### src/rtl/button_event.sv
// button_event: turns a debounced, clk-synchronous button level into one-cycle
// press / release / long / repeat strobes, a held level and a wrapping press
// counter. The strobes named release_evt and repeat_evt carry the release and
// repeat events (release and repeat are reserved words in SystemVerilog).
module button_event #(
    parameter int LONG_CYCLES   = 50_000_000,
    parameter int REPEAT_CYCLES = 10_000_000,
    parameter int CNT_W         = 26,
    parameter int PCNT_W        = 8
) (
    input  logic              clk,
    input  logic              rst_n,
    input  logic              btn,
    output logic              press,
    output logic              release_evt,
    output logic              long,
    output logic              repeat_evt,
    output logic              held,
    output logic [PCNT_W-1:0] press_count
);

    typedef enum logic [1:0] {
        ST_IDLE    = 2'd0,
        ST_PRESSED = 2'd1,
        ST_REPEAT  = 2'd2
    } state_e;

    // Terminal counts: the counter restarts from zero on every state entry,
    // so it reaches LAST after exactly *_CYCLES-1 further edges.
    localparam logic [CNT_W-1:0] LONG_LAST   = CNT_W'(LONG_CYCLES - 1);
    localparam logic [CNT_W-1:0] REPEAT_LAST = CNT_W'(REPEAT_CYCLES - 1);
    localparam logic [CNT_W-1:0] CNT_ONE     = CNT_W'(1);
    localparam logic [PCNT_W-1:0] PCNT_ONE   = PCNT_W'(1);

    state_e              state_q, state_d;
    logic [CNT_W-1:0]    cnt_q, cnt_d;
    logic                btn_q, btn_d;
    logic                press_q, press_d;
    logic                release_q, release_d;
    logic                long_q, long_d;
    logic                repeat_q, repeat_d;
    logic                held_q, held_d;
    logic [PCNT_W-1:0]   press_count_q, press_count_d;
    logic                rise_s;
    logic                fall_s;

    // Next-state, counter and strobe computation; a falling edge always wins
    // over a threshold hit so a release never coincides with long/repeat.
    always_comb begin
        rise_s        = btn & ~btn_q;
        fall_s        = ~btn & btn_q;
        btn_d         = btn;
        state_d       = state_q;
        cnt_d         = cnt_q;
        press_d       = 1'b0;
        release_d     = 1'b0;
        long_d        = 1'b0;
        repeat_d      = 1'b0;
        press_count_d = press_count_q;

        case (state_q)
            ST_IDLE: begin
                if (rise_s) begin
                    press_d       = 1'b1;
                    press_count_d = press_count_q + PCNT_ONE;
                    cnt_d         = '0;
                    state_d       = ST_PRESSED;
                end else begin
                    state_d = ST_IDLE;
                end
            end
            ST_PRESSED: begin
                if (fall_s) begin
                    release_d = 1'b1;
                    cnt_d     = '0;
                    state_d   = ST_IDLE;
                end else if (cnt_q == LONG_LAST) begin
                    long_d  = 1'b1;
                    cnt_d   = '0;
                    state_d = ST_REPEAT;
                end else begin
                    cnt_d = cnt_q + CNT_ONE;
                end
            end
            ST_REPEAT: begin
                if (fall_s) begin
                    release_d = 1'b1;
                    cnt_d     = '0;
                    state_d   = ST_IDLE;
                end else if (cnt_q == REPEAT_LAST) begin
                    repeat_d = 1'b1;
                    cnt_d    = '0;
                end else begin
                    cnt_d = cnt_q + CNT_ONE;
                end
            end
            default: begin
                // Unreachable encoding: recover silently to IDLE.
                cnt_d   = '0;
                state_d = ST_IDLE;
            end
        endcase

        held_d = (state_d != ST_IDLE);
    end

    // State, counter, input history and registered outputs.
    always_ff @(posedge clk or negedge rst_n) begin
        if (!rst_n) begin
            state_q       <= ST_IDLE;
            cnt_q         <= '0;
            btn_q         <= 1'b0;
            press_q       <= 1'b0;
            release_q     <= 1'b0;
            long_q        <= 1'b0;
            repeat_q      <= 1'b0;
            held_q        <= 1'b0;
            press_count_q <= '0;
        end else begin
            state_q       <= state_d;
            cnt_q         <= cnt_d;
            btn_q         <= btn_d;
            press_q       <= press_d;
            release_q     <= release_d;
            long_q        <= long_d;
            repeat_q      <= repeat_d;
            held_q        <= held_d;
            press_count_q <= press_count_d;
        end
    end

    assign press       = press_q;
    assign release_evt = release_q;
    assign long        = long_q;
    assign repeat_evt  = repeat_q;
    assign held        = held_q;
    assign press_count = press_count_q;

endmodule

### config.mk
export PLATFORM = sky130hd
export DESIGN_NAME = button_event
export DESIGN_NICKNAME = d
export VERILOG_FILES = /design/src/rtl/button_event.sv
export SDC_FILE = /design/constraint.sdc
export NUM_CORES = 1
export LEC_CHECK = 0
export ABC_CLOCK_PERIOD_IN_PS = 2600
export BUFFER_PORTS_ARGS = -buffer_cell sky130_fd_sc_hd__buf_2
export CAP_MARGIN = 0
export CORE_ASPECT_RATIO = 1.75
export CORE_UTILIZATION = 56
export DETAILED_ROUTE_END_ITERATION = 16
export PLACE_DENSITY = 0.83
export REMOVE_ABC_BUFFERS = 1
export SYNTH_ARGS = -nofsm -noshare
export SYNTH_HDL_FRONTEND = slang
export SYNTH_SLANG_ARGS = --single-unit
### constraint.sdc
create_clock -name clk -period 2.6 [get_ports clk]
set_input_delay 0.26 -clock clk [delete_from_list [all_inputs] [get_ports clk]]
set_output_delay 0.26 -clock clk [all_outputs]
set_load 0.1 [all_outputs]
==> results.cfg <==
[detailed_routing]
dr_total_vias = 1888
wire_per_inst_um = 16.4
drt_iter0_markers = 66
ant_nets = 0
avgViaCountPerCell = 6.17
dr.pass1.iters = 4
wl_um = 5010
drcViolationCount = 0

[global_routing]
antenna_found_initial = 0
grt_pass1_vias = 1861
overflow = 0
grt_pass1_wl_um = 8630
grt_usage_pct = 25.9
grt_max_degree = 43

[flow_run]
max_cap_violations = 0

[setup_path]
arrival_ns = 2.50
reg2reg_slack_ns = 0.28
critPathMaxFanout = 16
cp-start-kind = register
worst-setup-path-type = register to register
crit_required_ns = 2.78
crit_path_start = cnt_q[0]$_DFFE_PN0P_
r2r_start = cnt_q[0]$_DFFE_PN0P_
end_kind = register

[sta]
max_slew_margin_pct = 40.9
timing.fmax_ghz = 0.431
fin_skew_ns = 0.00844
finalCritPeriodShare_pct = 89.2
grt_setup_unrepaired = false
setup_violations = 0
finalMaxSlewViolations = 0
worstMarginPinSlew_ns = 0.887
fin_ws_ns = 0.281
hold_viol = 0
setup_tns_ns = 0
period_minus_slack_ns = 2.32

[clocking]
cts.htree.levels = 2
clockBufferDepth = 2
tritoncts = built
postCtsSetupBuffers = 0
clk_latency_ns = 0.30
clkTransAtPathRegs_ns = 0.09
cts_hold_buf = 0
clock_sinks = 42
ctsResizeCount = 0
numCtsBuffers = 5
cts-root-buf = clkbuf_8

[floorplanning]
rows = 30
die_h_um = 86.8
core_um2 = 3900
die_area_um2 = 4380
ios = 16
floorplan.initialDensity_pct = 59.0
die_w_um = 50.5

[cells_and_area]
final_nets = 266
layout-drive-gt1-share_pct = 15.9
layout_commonest_cell = dfrtp_1
final_cell_mix = dfrtp_1 (42), nand2_1 (34), xnor2_1 (17), buf_2 (15)
syn_to_final_growth_pct = 8.91
final_cells = 306
nFillCells = 328
diodes = 0

[logic_synthesis]
synth_area_per_cell_um2 = 9.59
synth_compound_area_share_pct = 13.3
yosys.area_share.simple_pct = 25.6
syn-cell-area_um2 = 2300
synth_cell_type_count = 45
ys_warn_count = 0
synth-edff-count = 0
synthXorXnorAreaFrac_pct = 8.37
synth.area.mux_share_pct = 0.435
synthFlopType = dfrtp_1
async_flop_share_pct = 100
synth_top_family_by_area = simple AND/OR/NAND/NOR gates
ys_seq_area_share_pct = 45.7
synth-adder-area-share_pct = 3.26
synth_cells = 240
ys_seq_elements = 42

[run_status]
status = finished clean

[pwr]
cellPowerDensity_nw_per_um2 = 655
p_leak_nw = 1.03
ir_worst_vdd_v = 0.000943
p_total_mw = 1.64

[worst_hold_path]
hp-class = input pin to asynchronous set/reset pin

[place]
gp_congestion = 0.907
place_ws_ns = 0.332
dp.cells = 298
post-dp-hpwl_um = 3610
port_buffers = 15
## metal layers
layer	share of wire [%]	track usage [%]	vias to the layer above	routed length (µm)
met4	3.3	13.9	0	163
met2	55	46.9	65	2760
met3	4.5	3.68	11	226
met1	37	28.4	916	1860
met5	0	0	-	0
li1	-	-	896	-
## flip-flops by register name (all words and copies together), names as in the netlist
register	count
btn_q	1
cnt_q	26
held	1
long	1
press	1
press_count	8
release_evt	1
repeat_evt	1
state_q	2
## per-stage QoR
stage               cell area (µm²)  hold slack (ns)  utilization [%]
detailed placement             2410            0.416             61.9
floorplan                      2250          -0.0356                -
global route                   2510            0.111             64.2
finish                         2510           0.0772             64.2
CTS                            2510            0.106             64.2
global placement               2410            0.399             61.9
## where the power goes
| part | leakage [nW] | total [mW] | switching, mW | internal (mW) |
|---|---|---|---|---|
| Sequential | 0.574 | 0.745 | 0.0493 | 0.696 |
| Clock | 0.0408 | 0.432 | 0.240 | 0.192 |
| Combinational | 0.410 | 0.466 | 0.392 | 0.0733 |
## final cells by class
type                       instances  area (µm²)  share of cell area [%]
clock inverter                     3        23.8                   0.948
sequential                        42        1050                    41.9
clock buffer                       5        68.8                    2.74
inverter                           7        26.3                    1.05
multi-input combinational        182        1170                    46.8
timing repair buffer              19         105                    4.19
tap                               48        60.1                    2.40
## synthesized netlist by cell type, types with 2 or more instances
cell type	instances	area share (%)
and3_1	6	1.6
o21ai_0	7	1.5
nor4_1	4	1.1
o21ai_1	4	0.87
or3_1	3	0.82
nor2_1	9	1.5
nand3_1	14	3.0
nand4_1	7	1.9
nor2b_1	2	0.54
xnor2_1	17	6.5
o2111ai_1	2	0.76
dfrtp_1	42	46
inv_1	6	0.98
or2_2	2	0.54
o311ai_1	3	1.1
o211ai_1	6	2.0
a21oi_2	2	0.76
nor3_1	12	2.6
clkbuf_1	3	0.49
buf_4	2	0.65
nand2_1	34	5.5
ha_1	6	3.3
nand2b_1	3	0.82
xor2_1	5	1.9
nor4_2	3	1.6
buf_2	3	0.65
and4_1	2	0.76
a21oi_1	14	3.0
## logic make-up after synthesis
group | after synthesis
muxes | 1
DFF | 42
and+or+nand+nor | 108
adders and majority gates | 6
xor gates and xnor gates | 22
buffers and inverters | 16
AOI/OAI and AO/OA | 45
## worst paths after layout
kind,endpoint,cells after the start
setup / recovery,cnt_q[8]$_DFFE_PN0P_,7
hold / removal,release_evt$_DFF_PN0_,1
setup reg to reg,cnt_q[8]$_DFFE_PN0P_,7
hold reg to reg,press_count[7]$_DFFE_PN0P_,1
max in group asynchronous,cnt_q[18]$_DFFE_PN0P_,1
min in group clk,btn_q$_DFF_PN0_,1
## critical path, cell delays in order (launching register included)
cell and delay [ns]:
dfrtp_1 0.41, ha_1 0.25, nand3_1 0.20, nor4b_4 0.39
a31oi_2 0.25, nor2_2 0.32, buf_4 0.29, a21oi_1 0.10
Power figures use the tool's default switching activity.
